--- config.mk ---
export PLATFORM = sky130hd
export DESIGN_NAME = c3aibadapt_cmn_occ_capture_sched
export DESIGN_NICKNAME = d
export VERILOG_FILES = /design/src/rtl/c3aibadapt_cmn_occ_pkg.sv /design/src/rtl/c3aibadapt_cmn_occ_capture_sched_rr_pick.sv /design/src/rtl/c3aibadapt_cmn_occ_capture_sched.sv
export SDC_FILE = /design/constraint.sdc
export NUM_CORES = 1
export LEC_CHECK = 0
export CORE_MARGIN = 2
export CORE_UTILIZATION = 25
export CTS_CLUSTER_SIZE = 24
export DETAILED_ROUTE_END_ITERATION = 16
export MAX_ROUTING_LAYER = met4
export SETUP_SLACK_MARGIN = 0.5
export SKIP_LAST_GASP = 1
export SYNTH_ARGS = -nofsm -noshare
export SYNTH_HDL_FRONTEND = slang
export SYNTH_HIERARCHICAL = 1
export SYNTH_SLANG_ARGS = --single-unit
--- constraint.sdc ---
create_clock -name clk -period 3.2 [get_ports clk]
set_input_delay 0.8 -clock clk [delete_from_list [all_inputs] [get_ports clk]]
set_output_delay 0.8 -clock clk [all_outputs]
set_load 0.005 [all_outputs]
--- src/rtl/c3aibadapt_cmn_occ_pkg.sv ---
// Shared types and limits for the OCC capture scheduler.
package c3aibadapt_cmn_occ_pkg;

  typedef enum logic [2:0] {
    ST_IDLE    = 3'd0,
    ST_SE_FALL = 3'd1,
    ST_PULSE   = 3'd2,
    ST_WAIT    = 3'd3,
    ST_SE_RISE = 3'd4,
    ST_DONE    = 3'd5
  } occ_state_e;

  // Width of each per-domain burst count field.
  localparam int BURST_W = 2;

  // scan_enable must settle for at least one cycle around a window.
  localparam int MIN_SETTLE = 1;

  // 3-flop synchroniser plus a maximum burst of 3 plus margin.
  localparam int MIN_WAIT_CYC = 8;

endpackage

--- src/rtl/c3aibadapt_cmn_occ_capture_sched_rr_pick.sv ---
// Combinational round-robin picker: first set mask bit at or after rr_ptr_i,
// wrapping modulo NUM_DOM.
module c3aibadapt_cmn_occ_rr_pick #(
  parameter int NUM_DOM = 4,
  parameter int IW      = 2
) (
  input  logic [NUM_DOM-1:0] mask_i,
  input  logic [IW-1:0]      rr_ptr_i,
  output logic [NUM_DOM-1:0] grant_o,
  output logic [IW-1:0]      idx_o,
  output logic               rem_nz_o
);

  logic found;

  // Scan domains starting at the pointer and grant the first requester.
  always_comb begin
    grant_o = '0;
    idx_o   = '0;
    found   = 1'b0;
    for (int i = 0; i < NUM_DOM; i++) begin
      if (!found && mask_i[(int'(rr_ptr_i) + i) % NUM_DOM]) begin
        found = 1'b1;
        grant_o[(int'(rr_ptr_i) + i) % NUM_DOM] = 1'b1;
        idx_o = IW'((int'(rr_ptr_i) + i) % NUM_DOM);
      end
    end
  end

  // Anything left to serve once the granted domain is removed.
  assign rem_nz_o = |(mask_i & ~grant_o);

endmodule

--- src/rtl/c3aibadapt_cmn_occ_capture_sched.sv ---
// ATPG capture scheduler: drops scan_enable, fires the OCC triggers, waits
// out the synchroniser/burst window and restores shift mode.
module c3aibadapt_cmn_occ_capture_sched
  import c3aibadapt_cmn_occ_pkg::*;
#(
  parameter int NUM_DOM  = 4,
  parameter int SETTLE   = 4,
  parameter int WAIT_CYC = 16,
  parameter int CW       = 8
) (
  input  logic                       clk,
  input  logic                       rst,
  input  logic                       atpg_mode,
  input  logic                       cap_req,
  input  logic [NUM_DOM-1:0]         cap_mask,
  input  logic                       serial_mode,
  input  logic [BURST_W*NUM_DOM-1:0] burst_cfg,
  output logic                       scan_enable,
  output logic [NUM_DOM-1:0]         occ_enable,
  output logic [BURST_W*NUM_DOM-1:0] burst_cnt,
  output logic                       busy,
  output logic                       cap_ack,
  output logic                       abort
);

  localparam int IW = (NUM_DOM > 1) ? $clog2(NUM_DOM) : 1;

  if (SETTLE < MIN_SETTLE) begin : g_bad_settle
    $error("SETTLE below minimum");
  end
  if (WAIT_CYC < MIN_WAIT_CYC) begin : g_bad_wait
    $error("WAIT_CYC below minimum");
  end
  if ((SETTLE >= (1 << CW)) || (WAIT_CYC >= (1 << CW))) begin : g_bad_cw
    $error("CW too narrow for SETTLE/WAIT_CYC");
  end

  occ_state_e                 state_q, state_d;
  logic [CW-1:0]              cnt_q, cnt_d;
  logic                       scan_q, scan_d;
  logic [NUM_DOM-1:0]         occ_q, occ_d;
  logic [BURST_W*NUM_DOM-1:0] burst_q, burst_d;
  logic                       busy_q, busy_d;
  logic                       ack_q, ack_d;
  logic                       abort_q, abort_d;
  logic [IW-1:0]              rr_q, rr_d;
  // Sequence context: only meaningful after an accept, so left unreset.
  logic [NUM_DOM-1:0]         mask_q, mask_d;
  logic                       serial_q, serial_d;
  logic [IW-1:0]              sel_q, sel_d;

  logic [NUM_DOM-1:0]         grant;
  logic [IW-1:0]              gidx;
  logic                       rem_nz;

  c3aibadapt_cmn_occ_rr_pick #(
    .NUM_DOM (NUM_DOM),
    .IW      (IW)
  ) u_rr_pick (
    .mask_i   (mask_q),
    .rr_ptr_i (rr_q),
    .grant_o  (grant),
    .idx_o    (gidx),
    .rem_nz_o (rem_nz)
  );

  // Next-state and registered-output logic; loss of atpg_mode aborts any
  // sequence in flight and returns the scan chain to shift mode.
  always_comb begin
    state_d  = state_q;
    cnt_d    = cnt_q + CW'(1);
    scan_d   = scan_q;
    occ_d    = '0;
    burst_d  = burst_q;
    busy_d   = busy_q;
    ack_d    = 1'b0;
    abort_d  = 1'b0;
    rr_d     = rr_q;
    mask_d   = mask_q;
    serial_d = serial_q;
    sel_d    = sel_q;
    if ((state_q != ST_IDLE) && !atpg_mode) begin
      state_d = ST_IDLE;
      cnt_d   = '0;
      scan_d  = 1'b1;
      busy_d  = 1'b0;
      abort_d = 1'b1;
    end else begin
      case (state_q)
        ST_IDLE: begin
          cnt_d  = '0;
          busy_d = 1'b0;
          if (cap_req && atpg_mode) begin
            mask_d   = cap_mask;
            serial_d = serial_mode;
            burst_d  = burst_cfg;
            busy_d   = 1'b1;
            if (cap_mask == '0) begin
              state_d = ST_DONE;
            end else begin
              state_d = ST_SE_FALL;
              scan_d  = 1'b0;
            end
          end
        end
        ST_SE_FALL: begin
          if (cnt_q == CW'(SETTLE - 1)) begin
            state_d = ST_PULSE;
            cnt_d   = '0;
            occ_d   = serial_q ? grant : mask_q;
            sel_d   = gidx;
          end
        end
        ST_PULSE: begin
          state_d = ST_WAIT;
          cnt_d   = '0;
        end
        ST_WAIT: begin
          if (cnt_q == CW'(WAIT_CYC - 1)) begin
            state_d = ST_SE_RISE;
            cnt_d   = '0;
            scan_d  = 1'b1;
          end
        end
        ST_SE_RISE: begin
          if (cnt_q == CW'(SETTLE - 1)) begin
            cnt_d = '0;
            if (serial_q) begin
              // Retire the served domain and move the pointer past it.
              mask_d = mask_q & ~grant;
              rr_d   = (sel_q == IW'(NUM_DOM - 1)) ? '0 : sel_q + IW'(1);
              if (rem_nz) begin
                state_d = ST_SE_FALL;
                scan_d  = 1'b0;
              end else begin
                state_d = ST_DONE;
              end
            end else begin
              state_d = ST_DONE;
            end
          end
        end
        ST_DONE: begin
          state_d = ST_IDLE;
          cnt_d   = '0;
          ack_d   = 1'b1;
        end
        default: begin
          state_d = ST_IDLE;
          cnt_d   = '0;
        end
      endcase
    end
  end

  // Control and output registers; reset wins over abort.
  always_ff @(posedge clk) begin
    if (rst) begin
      state_q <= ST_IDLE;
      cnt_q   <= '0;
      scan_q  <= 1'b1;
      occ_q   <= '0;
      burst_q <= '0;
      busy_q  <= 1'b0;
      ack_q   <= 1'b0;
      abort_q <= 1'b0;
      rr_q    <= '0;
    end else begin
      state_q <= state_d;
      cnt_q   <= cnt_d;
      scan_q  <= scan_d;
      occ_q   <= occ_d;
      burst_q <= burst_d;
      busy_q  <= busy_d;
      ack_q   <= ack_d;
      abort_q <= abort_d;
      rr_q    <= rr_d;
    end
  end

  // Sequence context captured on accept and updated per serial window.
  always_ff @(posedge clk) begin
    mask_q   <= mask_d;
    serial_q <= serial_d;
    sel_q    <= sel_d;
  end

  assign scan_enable = scan_q;
  assign occ_enable  = occ_q;
  assign burst_cnt   = burst_q;
  assign busy        = busy_q;
  assign cap_ack     = ack_q;
  assign abort       = abort_q;

endmodule

==> impl_results.md, run 1 <==
* YS warnings at 6
* Worst-path cell chain: buf_2 -> mux4_2 -> nor3b_4 -> buf_4 -> a221o_2 -> o2111ai_2 -> a21oi_1 -> o311ai_1 -> a21oi_1
* Antenna cells at 0
* Status: finished, final reports clean
* CORE AREA at 9110 um2
* Met3 global-route usage at 2.79%
* Vias in the first global route at 1962
* Post-DP HPWL at 3960 um
* Tmin final at 2600 ps
* Complex-gate fraction of the synthesized area at 16.7%
* Mapped Area at 2320 um2
* Sequential-to-total area share from yosys stat at 34.0%
* Tcrit/Tclk final at 81.3%
* Share of cells above drive strength 1 at 20.6%
* RSZ-0062 raised after global routing: yes
* Die ar. at 10100 um2
* Setup ws final at 599 ps
* Clock sinks at 36
* Initial Utilization at 25.5%
* Arr. time, crit path at 2780 ps
* First-pass GRT wire length at 9640 um
* Count leader, synth: nand2_1
* CP max stage cell: edfxtp_1
* Busiest grt layer: met1
* Switching power at 0.374 mW
* Drt first pass iters at 6
* Seq pwr share at 41.4%
* Port-buffer cells at 32
* Root Buffer: clkbuf_8
* Slew Viols, Final at 0
* FMAX at 385 MHz
* Actual slew at the worst max-slew pin at 795 ps
* Area fraction of the dominant cell type after synthesis at 25.0%
* Layout area overhead at 30.7%
* Std-Cell Rows at 35
* Max cap viols at 0
* Io pins at 33
* Cell leakage power at 1.10 nW
* Mapped Avg Cell Area at 9.01 um2
* Die height at 100 um
* Register-to-register setup slack at 600 ps
* Total track usage at 12.0%
* Number of remaining DRC errors at 0
* Total grt overflow at 0
* Via density at 5.01
* Worst Hold Class: reg2reg
* Main combinational cell family by area after synthesis: simple AND/OR/NAND/NOR gates
* M2 GR Usage at 16.7%
* Comb power frac at 26.4%
* Sw frac at 28.9%
* Critical Path Fanout Max at 6
* CTS hold repair buffers at 0
* Setup crit end kind: flip-flop
* Initial antenna violation count at 0
* Simple-Gate Fraction of Synth Area at 28.6%
* Routed Antenna Nets at 0
* Clock slew at reported path FFs at 80 ps
* Routed vias at 2109
* Ranking of synthesized cells by area: dfxtp_1, edfxtp_1, nand2_1
* Total wire length at 5910 um
* CTS buffer count at 5
* Clock power share at 32.1%
* WS Path Type: reg2reg
* Avg WL per Cell at 14.0 um
* CP most frequent cell: a21oi_1
* Iteration-0 DRC Markers at 186
* Dpl cells at 390
* Final nets at 334
* Met1 Use GR at 17.0%
* Req. time, crit path at 3380 ps
* Clock Latency Late Sink at 290 ps
* Routability cong. at 0.870
* Final Skew at 7.68 ps
* Cell taking the most area after synthesis: dfxtp_1
* Die Span X at 100 um
* Longest Clk Path Bufs at 2
* Post-Synth Adder-Cell Area at 4.31%
* Finished Layout Cells at 421
* Final hold violation count at 0
* Slew Limit Headroom at 46.5%
* # setup viols final at 0
* Fraction of registers with async set/reset at 0%
* Seq cells post-synth at 36
* Setup WS pre-CTS at 489 ps
* Post-synthesis mux area share at 8.24%
* Max VDD drop at 0.277 mV
* Synth cell count leaders: nand2_1, dfxtp_1, nor2_1
* Library cells used by synthesis at 67
* Largest stage delay, worst path at 470 ps
* Pin count of the biggest net entering global routing at 23
* Syn nets at 283
* TritonCTS clock tree: yes
* Post-Synth XOR/XNOR Area at 2.26%
* Power per Cell Area at 426 nW/um2
* EDFF count, synth at 7
* Int Pwr at 0.919 mW
* Startpoint Class: flip-flop
* H-tree levels at 2
* Cell count after synthesis at 258
* Primary FF master, synth: dfxtp_1
* Setup TNS at 0 ps
## power groups by stage
| stage | Sequential (mW) | Clock [mW] | Combinational [mW] |
|---|---|---|---|
| floorplan | 0.523 | 0 | 0.204 |
| global placement | 0.561 | 0 | 0.259 |
| detailed placement | 0.562 | 0 | 0.258 |
| CTS | 0.552 | 0.431 | 0.260 |
| global route | 0.542 | 0.450 | 0.374 |
| finish | 0.536 | 0.415 | 0.342 |
## critical path, delay by kind of cell (launching register included)
family / cells / cell delay [ps]
compound gates: 5 / 1010
mux: 1 / 470
buf+inv: 2 / 340
simple gates: 1 / 190
flops: 1 / 470
## cell usage in the layout (no fill, tap or decap), drive strengths merged, types with 3 or more instances in the layout
master         Yosys  layout
clkdlybuf4s50      0      32
inv                7       7
edfxtp             7       7
o21ai              4       4
nand3b             8       8
buf               10      28
clkbuf             6       8
a2111oi            4       4
nor2b              4       4
nor3               7       7
and2               4       4
o2111ai            3       3
mux2i              9       9
mux4               3       3
mux2               3       3
nand4              3       3
nand2             38      38
nor4b              3       3
or3b               4       4
xor2               4       4
ha                 8       8
nand2b             3       3
dfxtp             29      29
nand3              7       7
a211oi             4       4
nor3b              3       3
a21oi             18      18
nor4               3       3
nor2              21      21
## cell families after synthesis
kind of cell,after synthesis
buffers and inverters,24
muxes,15
xor gates and xnor gates,6
adders and majority gates,8
AOI/OAI and AO/OA,51
and+or+nand+nor,118
DFF,36
## registers in the layout, summed over array words and instances (netlist names)
signal / cells
burst_cnt: 8
cnt_q: 8
mask_q: 4
occ_enable: 4
state_q: 3
rr_q: 2
sel_q: 2
abort: 1
busy: 1
cap_ack: 1
scan_enable: 1
serial_q: 1
## worst paths after layout
path	end	from	cells past startpoint
worst min-delay path	burst_cnt[0]$_SDFFE_PP0P_	burst_cnt[0]$_SDFFE_PP0P_	2
worst max register to register	state_q[2]$_SDFFE_PP0P_	mask_q[3]$_DFFE_PP_	9
worst min register to register	burst_cnt[0]$_SDFFE_PP0P_	burst_cnt[0]$_SDFFE_PP0P_	2
worst max-delay path	state_q[2]$_SDFFE_PP0P_	mask_q[3]$_DFFE_PP_	9
## per-stage QoR
stage | power, mW | hold slack (ps) | instance area [um2] | utilization (%)
6_report | 1.29 | 460 | 3040 | 33.3
3_5_place_dp | 0.820 | 447 | 2720 | 29.8
5_1_grt | 1.37 | 478 | 3040 | 33.3
4_1_cts | 1.24 | 465 | 2840 | 31.1
3_3_place_gp | 0.819 | 442 | 2720 | 29.8
2_1_floorplan | 0.727 | 426 | 2330 | -
## final cells by class
cell class	count	area, um2
Fill cell	950	6070
Multi-Input combinational cell	198	1420
Sequential cell	36	792
Timing Repair Buffer	60	534
Tap cell	111	139
Clock buffer	8	121
Inverter	8	30.0
## layer usage
metal  part of all wire, %  wire length [um]
met5                     0                 0
met4                   1.7                99
met3                   7.3               433
met2                    44              2600
met1                    47              2780
## repair_timing
action	4_1_cts	5_1_grt
gates resized for setup	0	9
endpoints found under the setup margin	0	2
setup buffers	0	23
No activity file was read; power rests on OpenSTA's default activity.
==> run 2, diff against run 1 <==
==> constraint.sdc (replaced) <==
create_clock -name clk -period 2.4 [get_ports clk]
set_input_delay 0.6 -clock clk [delete_from_list [all_inputs] [get_ports clk]]
set_output_delay 0.6 -clock clk [all_outputs]
set_load 0.005 [all_outputs]
==> impl_results.md, run 2 (same netlist as run 1, synthesis figures left out) <==
* Power per Cell Area at 502 nW/um2
* Tmin final at 2620 ps
* FMAX at 381 MHz
* Most frequent cells in the layout: buf_4, nand2_1, clkdlybuf4s50_1
* Longest Clk Path Bufs at 2
* Layout area overhead at 49.3%
* Total grt overflow at 0
* Total track usage at 14.1%
* Setup WS pre-CTS at -263 ps
* Placed instance area at 2980 um2
* Via density at 4.93
* First-pass GRT wire length at 11100 um
* Clock sinks at 36
* RSZ-0062 raised after global routing: yes
* Clock Latency Late Sink at 300 ps
* Port-buffer cells at 32
* Die Span X at 100 um
* Req. time, crit path at 2570 ps
* CP most frequent cell: a21oi_1
* Finished Layout Cells at 459
* Routability cong. at 0.823
* Routed Antenna Nets at 0
* Initial antenna violation count at 0
* Final Skew at 17.8 ps
* Failing checks: negative setup slack
* Avg WL per Cell at 14.7 um
* Slew Viols, Final at 0
* Max VDD drop at 0.227 mV
* Buf/Inv on CP at 1
* Dpl cells at 419
* Worst Hold Class: reg2reg
* Slew Limit Headroom at 50.1%
* Largest stage delay, worst path at 430 ps
* H-tree levels at 2
* Routed vias at 2262
* Critical Path Fanout Max at 8
* Share of cells above drive strength 1 at 35.1%
* Initial Utilization at 25.5%
* Total power at 1.74 mW
* Crit-path leading delay family: compound AO/OA/AOI/OAI gates
* Startpoint Class: flip-flop
* # setup viols final at 7
* Drt first pass iters at 4
* Pin count of the biggest net entering global routing at 16
* Final hold violation count at 0
* Die ar. at 10100 um2
* Worst hold slack at 463 ps
* Clock slew at reported path FFs at 80 ps
* Setup ws final at -224 ps
* Setup TNS at -781 ps
* Antenna cells at 0
* TritonCTS clock tree: yes
* Iteration-0 DRC Markers at 123
* Design Area, Final at 3470 um2
* Most common cell after layout, fill and taps aside: buf_4
* Setup crit end kind: flip-flop
* Total wire length at 6740 um
* Tcrit/Tclk final at 109%
* Post-DP HPWL at 4470 um
* WS Path Type: reg2reg
* CORE AREA at 9110 um2
* Std-Cell Rows at 35
* CTS buffer count at 5
* Number of remaining DRC errors at 0
* Cell leakage power at 1.32 nW
* Arr. time, crit path at 2800 ps
* Actual slew at the worst max-slew pin at 741 ps
* Status: complete, but fails checks
* CTS hold repair buffers at 0
* Core Util, Final at 38.1%
* Max cap viols at 0
* Die height at 100 um
* Vias in the first global route at 2311
* CP max stage cell: dfxtp_4
* Io pins at 33
* Worst-path cell chain: inv_4 -> ha_4 -> mux2i_1 -> nor3b_4 -> a311oi_1 -> nand3_1 -> o2111ai_4 -> a21oi_1 -> o311ai_2 -> a21oi_1
* Root Buffer: clkbuf_8
* Final nets at 372
run 2: cell count changes in the layout (fill, tap and decap cells not counted), moves of 3 or more:
cell	change
buf_6	+3
buf_2	-3
or3b_4	+4
buf_4	+38
dfxtp_2	+7
dfxtp_1	-8
run 2: layer usage:
metal / wire (um) / vias up / track usage [%]
met2: 3070 / 63 / 22.3
met4: 121 / 0 / 4.53
met5: 0 / - / -
met1: 3220 / 1067 / 18.2
li1: - / 1121 / -
met3: 322 / 11 / 2.79
run 2: layout make-up:
cell class / count / area, um2
clock buffers: 7 / 76.3
inverters: 8 / 32.5
multi-input cells: 198 / 1570
repair buffers: 98 / 838
clock inverters: 1 / 8.76
well taps: 111 / 139
fillers: 922 / 5640
flip-flops and latches: 36 / 805
run 2: repair_timing:
action                                  in CTS  in global routing
buffers inserted                            24                  8
pin swaps                                   18                 16
endpoints found under the hold margin        0                  0
gates resized for setup                     23                 16
endpoints found under the setup margin      28                 29
run 2: tightest hold or removal path, cell delays in order (launching register included):
cell and delay (ps):
dfxtp_1 320, nand2_1 50, a21oi_1 50
run 2: worst paths after layout:
kind                                to  slack, ps  depth (start not counted)                      start
max            state_q[2]$_SDFFE_PP0P_       -220                         10       rr_q[0]$_SDFFE_PP0P_
min          burst_cnt[2]$_SDFFE_PP0P_        460                          2  burst_cnt[2]$_SDFFE_PP0P_
max reg2reg    state_q[2]$_SDFFE_PP0P_       -220                         10       rr_q[0]$_SDFFE_PP0P_
min reg2reg  burst_cnt[2]$_SDFFE_PP0P_        460                          2  burst_cnt[2]$_SDFFE_PP0P_
run 2: where the power goes:
group          leakage (nW)  total, mW  internal, mW  switching (mW)
Combinational         0.970      0.594         0.329           0.265
Sequential            0.306      0.715         0.661          0.0537
Clock                0.0424      0.432         0.207           0.225
Total                  1.32       1.74          1.20           0.543
